### src/rtl/cpu_mem_arbiter_pkg.sv
// rtl/cpu_mem_arbiter_pkg.sv - shared types and constants for the cpu memory arbiter
package cpu_mem_arbiter_pkg;

  typedef enum logic [1:0] {
    ARB_IDLE    = 2'd0,
    ARB_ACCESS  = 2'd1,
    ARB_RESPOND = 2'd2
  } arb_state_e;

  localparam logic RDWR_READ  = 1'b0;
  localparam logic RDWR_WRITE = 1'b1;

  // Wide enough for the full 0..15 wait-state range.
  localparam int WAIT_CNT_W = 4;

endpackage

### src/rtl/cpu_mem_arb_pick.sv
// rtl/cpu_mem_arb_pick.sv - combinational two-way request picker
module cpu_mem_arb_pick
  import cpu_mem_arbiter_pkg::*;
(
  input  logic req0,
  input  logic req1,
  input  logic last_owner,
  input  logic fixed_priority,
  output logic grant_valid,
  output logic grant
);

  always_comb begin
    grant_valid = req0 | req1;
    grant       = 1'b0;
    // On a tie, round-robin hands the bus to whoever did not have it last.
    if (req0 && req1) begin
      grant = fixed_priority ? 1'b0 : ~last_owner;
    end else if (req1) begin
      grant = 1'b1;
    end
  end

endmodule

### src/rtl/cpu_mem_arbiter.sv
// rtl/cpu_mem_arbiter.sv - shares one synchronous memory port between two bus requesters
module cpu_mem_arbiter
  import cpu_mem_arbiter_pkg::*;
#(
  parameter int ADDR_WIDTH     = 16,
  parameter int DATA_WIDTH     = 8,
  parameter int WAIT_STATES    = 1,
  parameter int FIXED_PRIORITY = 0
) (
  input  logic                  clk,
  input  logic                  rst,
  input  logic                  r0_req,
  input  logic                  r0_which_rdwr,
  input  logic [ADDR_WIDTH-1:0] r0_addr,
  input  logic [DATA_WIDTH-1:0] r0_wdata,
  output logic                  r0_ack,
  output logic [DATA_WIDTH-1:0] r0_rdata,
  input  logic                  r1_req,
  input  logic                  r1_which_rdwr,
  input  logic [ADDR_WIDTH-1:0] r1_addr,
  input  logic [DATA_WIDTH-1:0] r1_wdata,
  output logic                  r1_ack,
  output logic [DATA_WIDTH-1:0] r1_rdata,
  output logic                  mem_en,
  output logic                  mem_we,
  output logic [ADDR_WIDTH-1:0] mem_addr,
  output logic [DATA_WIDTH-1:0] mem_wdata,
  input  logic [DATA_WIDTH-1:0] mem_rdata,
  output logic                  busy,
  output logic                  owner
);

  localparam logic [WAIT_CNT_W-1:0] WAIT_INIT = WAIT_CNT_W'(WAIT_STATES);

  arb_state_e            state_q, state_d;
  logic [WAIT_CNT_W-1:0] cnt_q, cnt_d;
  logic                  owner_q, owner_d;
  logic                  last_owner_q, last_owner_d;
  logic                  busy_q, busy_d;
  logic                  mem_en_q, mem_en_d;
  logic                  mem_we_q, mem_we_d;
  logic [ADDR_WIDTH-1:0] mem_addr_q, mem_addr_d;
  logic [DATA_WIDTH-1:0] mem_wdata_q, mem_wdata_d;
  logic                  r0_ack_q, r0_ack_d;
  logic                  r1_ack_q, r1_ack_d;
  logic [DATA_WIDTH-1:0] r0_rdata_q, r0_rdata_d;
  logic [DATA_WIDTH-1:0] r1_rdata_q, r1_rdata_d;
  logic                  grant_valid;
  logic                  grant;

  cpu_mem_arb_pick u_pick (
    .req0           (r0_req),
    .req1           (r1_req),
    .last_owner     (last_owner_q),
    .fixed_priority (FIXED_PRIORITY != 0),
    .grant_valid    (grant_valid),
    .grant          (grant)
  );

  always_comb begin
    state_d      = state_q;
    cnt_d        = cnt_q;
    owner_d      = owner_q;
    last_owner_d = last_owner_q;
    busy_d       = busy_q;
    mem_en_d     = mem_en_q;
    mem_we_d     = mem_we_q;
    mem_addr_d   = mem_addr_q;
    mem_wdata_d  = mem_wdata_q;
    r0_ack_d     = 1'b0;
    r1_ack_d     = 1'b0;
    r0_rdata_d   = r0_rdata_q;
    r1_rdata_d   = r1_rdata_q;
    case (state_q)
      ARB_IDLE: begin
        busy_d = 1'b0;
        if (grant_valid) begin
          state_d      = ARB_ACCESS;
          cnt_d        = WAIT_INIT;
          owner_d      = grant;
          last_owner_d = grant;
          busy_d       = 1'b1;
          mem_en_d     = 1'b1;
          mem_we_d     = grant ? r1_which_rdwr : r0_which_rdwr;
          mem_addr_d   = grant ? r1_addr : r0_addr;
          mem_wdata_d  = grant ? r1_wdata : r0_wdata;
        end
      end
      ARB_ACCESS: begin
        if (cnt_q != '0) begin
          cnt_d = cnt_q - 1'b1;
        end else begin
          // Last access cycle: memory read data is valid now.
          state_d  = ARB_RESPOND;
          mem_en_d = 1'b0;
          mem_we_d = 1'b0;
          if (owner_q) begin
            r1_ack_d = 1'b1;
            if (mem_we_q == RDWR_READ) r1_rdata_d = mem_rdata;
          end else begin
            r0_ack_d = 1'b1;
            if (mem_we_q == RDWR_READ) r0_rdata_d = mem_rdata;
          end
        end
      end
      ARB_RESPOND: begin
        state_d = ARB_IDLE;
        busy_d  = 1'b0;
      end
      default: begin
        state_d = ARB_IDLE;
        busy_d  = 1'b0;
      end
    endcase
  end

  always_ff @(posedge clk or posedge rst) begin
    if (rst) begin
      state_q      <= ARB_IDLE;
      cnt_q        <= '0;
      owner_q      <= 1'b0;
      last_owner_q <= 1'b1;
      busy_q       <= 1'b0;
      mem_en_q     <= 1'b0;
      mem_we_q     <= 1'b0;
      mem_addr_q   <= '0;
      mem_wdata_q  <= '0;
      r0_ack_q     <= 1'b0;
      r1_ack_q     <= 1'b0;
      r0_rdata_q   <= '0;
      r1_rdata_q   <= '0;
    end else begin
      state_q      <= state_d;
      cnt_q        <= cnt_d;
      owner_q      <= owner_d;
      last_owner_q <= last_owner_d;
      busy_q       <= busy_d;
      mem_en_q     <= mem_en_d;
      mem_we_q     <= mem_we_d;
      mem_addr_q   <= mem_addr_d;
      mem_wdata_q  <= mem_wdata_d;
      r0_ack_q     <= r0_ack_d;
      r1_ack_q     <= r1_ack_d;
      r0_rdata_q   <= r0_rdata_d;
      r1_rdata_q   <= r1_rdata_d;
    end
  end

  assign r0_ack    = r0_ack_q;
  assign r1_ack    = r1_ack_q;
  assign r0_rdata  = r0_rdata_q;
  assign r1_rdata  = r1_rdata_q;
  assign mem_en    = mem_en_q;
  assign mem_we    = mem_we_q;
  assign mem_addr  = mem_addr_q;
  assign mem_wdata = mem_wdata_q;
  assign busy      = busy_q;
  assign owner     = owner_q;

endmodule

### config.mk
export PLATFORM = sky130hd
export DESIGN_NAME = cpu_mem_arbiter
export DESIGN_NICKNAME = d
export VERILOG_FILES = /design/src/rtl/cpu_mem_arbiter_pkg.sv /design/src/rtl/cpu_mem_arb_pick.sv /design/src/rtl/cpu_mem_arbiter.sv
export SDC_FILE = /design/constraint.sdc
export NUM_CORES = 1
export LEC_CHECK = 0
export CORE_AREA = 2 2 79 81
export CTS_CLUSTER_SIZE = 8
export DETAILED_ROUTE_END_ITERATION = 8
export DIE_AREA = 0 0 81 83
export HOLD_SLACK_MARGIN = 0.08
export PLACE_DENSITY = 0.78
export SYNTH_ARGS = -nofsm -noshare
export SYNTH_HDL_FRONTEND = slang
export SYNTH_SLANG_ARGS = --single-unit
### constraint.sdc
create_clock -name clk -period 2.29 [get_ports clk]
set_input_delay 0.3435 -clock clk [delete_from_list [all_inputs] [get_ports clk]]
set_output_delay 0.3435 -clock clk [all_outputs]
set_load 0.02 [all_outputs]
==> results.cfg, run 1 <==
[timing]
slew_headroom_pct = 65.1
max_freq_ghz = 0.506
rsz0062_at_grt = false
finalHoldViolations = 0
fin_skew_ns = 0.00341
fin_crit_sh_pct = 86.3
tightestPinTransition_ns = 0.522
fin_crit_ns = 1.98
slew_viol_final = 0
setup_tns_ns = 0
setup_viol = 0

[floorplanning]
fp.dieW_um = 81
coreArea_sq_um = 5820
start_util_pct = 40.6
fp.dieH_um = 83
dieArea_sq_um = 6720
num_rows = 28
ios = 108

[logic_synthesis]
synth-edff-count = 0
synth_top_family_by_area = multiplexers
ys_types = 31
ys_seq_elements = 53
synth_top_area_share_pct = 55.2
synth_area_per_cell_sq_um = 14.3
synth_area_sq_um = 2360
synth_compound_area_share_pct = 3.24
yosysSeqAreaShare_pct = 56.3
synthFlopType = dfrtp_1
syn_inst = 165
async_flop_share_pct = 100
synth_area_leader_cell = dfrtp_1
synth-simple-area-share_pct = 5.68
synth_warnings = 0
synthXorXnorAreaFrac_pct = 0.371
yosys-mux-area-fraction_pct = 31.4
synthAdderAreaFrac_pct = 1.06
ys_top_cells_by_area = dfrtp_1, mux2_2, dfstp_2
syn-num-nets = 229

[worst_hold_path]
hold_class = input pin to asynchronous set/reset pin

[clock_network]
cts.htree.levels = 2
cts_hold_buf = 0
cts_sinks = 53
root_buffer = clkbuf_8
post_cts_resize_count = 0
clk_path_buf_depth = 2
cts_tree = built
post_cts_buffers = 0
cts.clk_slew.worst_paths_ns = 0.09
numCtsBuffers = 5
clk-insertion-delay-late_ns = 0.30

[routing]
finalWirelength_mm = 5.22
vias = 1712
vias_per_cell = 4.84
drt-pass1-iter-count = 2
first_iter_violations = 28
wl_per_cell_um = 14.7
post-route-drc-count = 0
drt.antenna.violating_nets = 0

[worst_setup_path]
crit_path_start_kind = flip-flop
reg2reg_from = cnt_q[0]
required_ns = 2.48
critical_path.cell_chain = inv_1, ha_1, or3b_1, nor4_4, buf_4, mux2_2
cp.arrival_ns = 2.17
r2r_setup_slack_ns = 0.31
max_stage_delay_ns = 0.41
end_kind = flip-flop
r2r-end = r0_rdata[0]
worst_r2r_path_depth = 6
cpLargestDelayFamily = simple AND/OR/NAND/NOR gates
worstSetupPathType = flip-flop to flip-flop
cpMaxStageDelayCell = or3b_1
crit_fanout = 8
crit_buf_inv = 2

[power]
total_power_mw = 4.87
ir_drop_mv = 0.659
power.density_nw_per_um2 = 1320
p_leak_nw = 1.53

[global_routing]
antenna_found_initial = 0
grt_use_total_pct = 15.9
grt_max_degree = 32
grt_pass1_vias = 1875
grt_first_pass_wirelength_mm = 8.42
grt-ovfl-total = 0

[status]
status = finished, final reports clean

[final_layout]
final_area_sq_um = 3690
most-common-layout-cells = clkdlybuf4s50_1, mux2_2, dfrtp_1
final_common_cell = clkdlybuf4s50_1
n_antenna_cell = 0
area_growth_syn_to_layout_pct = 56.3
final_layout_size_suffix_gt1_share_pct = 29.7
final_nets = 342
nFillCells = 488

[place]
place_congestion = 0.775
dpl_cell_area_sq_um = 3580
io_buffer_count = 107
place_hpwl_mm = 3.88

[job]
maxCapViolations = 0
-- report_power, final --
| group | switching, mW | total (mW) | internal, mW |
|---|---|---|---|
| logic | 1.18 | 2.60 | 1.42 |
| clock network | 0.292 | 0.617 | 0.325 |
| registers | 0.253 | 1.66 | 1.41 |
| total | 1.73 | 4.87 | 3.15 |
-- registers in the layout, summed over array words and instances (netlist names) --
name and cells:
mem_we 1, state_q 2, mem_en 1, r1_ack 1, mem_addr 16, owner 1
r1_rdata 8, last_owner_q 1, busy 1, r0_ack 1, r0_rdata 8, cnt_q 4
mem_wdata 8
-- per-stage QoR --
step | std cells | hold slack [ns] | worst slack, ns | util [%]
floorplan | 165 | 0.406 | 0.295 | -
finish | 354 | 0.398 | 0.313 | 63.4
global route | 354 | 0.438 | 0.177 | 63.4
CTS | 354 | 0.406 | 0.270 | 63.4
global placement | 346 | 0.463 | 0.297 | 61.5
detailed placement | 346 | 0.481 | 0.260 | 61.5
-- Yosys cell counts, drive strengths merged, types with 2 or more instances --
cell	instances
buf	5
ha	2
dfrtp	52
nor3	4
a21oi	2
mux2i	2
nor3b	2
clkbuf	2
inv	4
nor2	2
nand2	5
o21ai	2
mux2	64
-- final cells by class --
cell class | count | area, sq um | share of cell area, %
Sequential cell | 53 | 1330 | 36.0
Timing Repair Buffer | 113 | 1150 | 31.3
Multi-Input combinational cell | 101 | 988 | 26.8
Tap cell | 75 | 93.8 | 2.55
Clock buffer | 6 | 72.6 | 1.97
Clock inverter | 2 | 35.0 | 0.950
Inverter | 4 | 15.0 | 0.407
-- worst max-delay path by stage --
stage | from | endpoint | slack [ns] | cells past startpoint
after floorplan | cnt_q[0] | r0_rdata[0] | 0.30 | 6
after global placement | r1_req | mem_addr[5] | 0.30 | 5
after detailed placement | r1_req | mem_addr[12] | 0.26 | 5
after CTS | cnt_q[0] | r1_rdata[5] | 0.27 | 5
after global routing | cnt_q[0] | r1_rdata[1] | 0.18 | 5
final | cnt_q[0] | r0_rdata[0] | 0.31 | 6
-- routing by layer --
| metal | part of all wire (%) | wire [um] | GRT usage (%) | vias to the layer above |
|---|---|---|---|---|
| met2 | 51 | 2660 | 28.4 | 55 |
| met5 | 0 | 0 | 0 | - |
| li1 | - | - | - | 816 |
| met3 | 6.7 | 352 | 3.80 | 5 |
| met4 | 1.4 | 74 | 6.01 | 0 |
| met1 | 41 | 2140 | 17.9 | 836 |
-- worst reg2reg max path, delay by kind of cell (launching register included) --
family | cells | cell delay (ns)
fa+ha+maj | 1 | 0.18
buf+inv | 2 | 0.33
flops | 1 | 0.38
mux | 1 | 0.35
simple gates | 2 | 0.63
-- cells by family after synthesis --
family          Yosys count
simple gates             21
mux                      66
fa+ha+maj                 2
xor+xnor                  1
flops                    53
buf+inv                  11
compound gates           11
(Power assumes the default switching activity.)
==> inputs of run 2 (changes only) <==
HOLD_SLACK_MARGIN = default   (was 0.08)
==> results of run 2 <==
The final DEF is identical to that of run 1; final timing and power are the same.
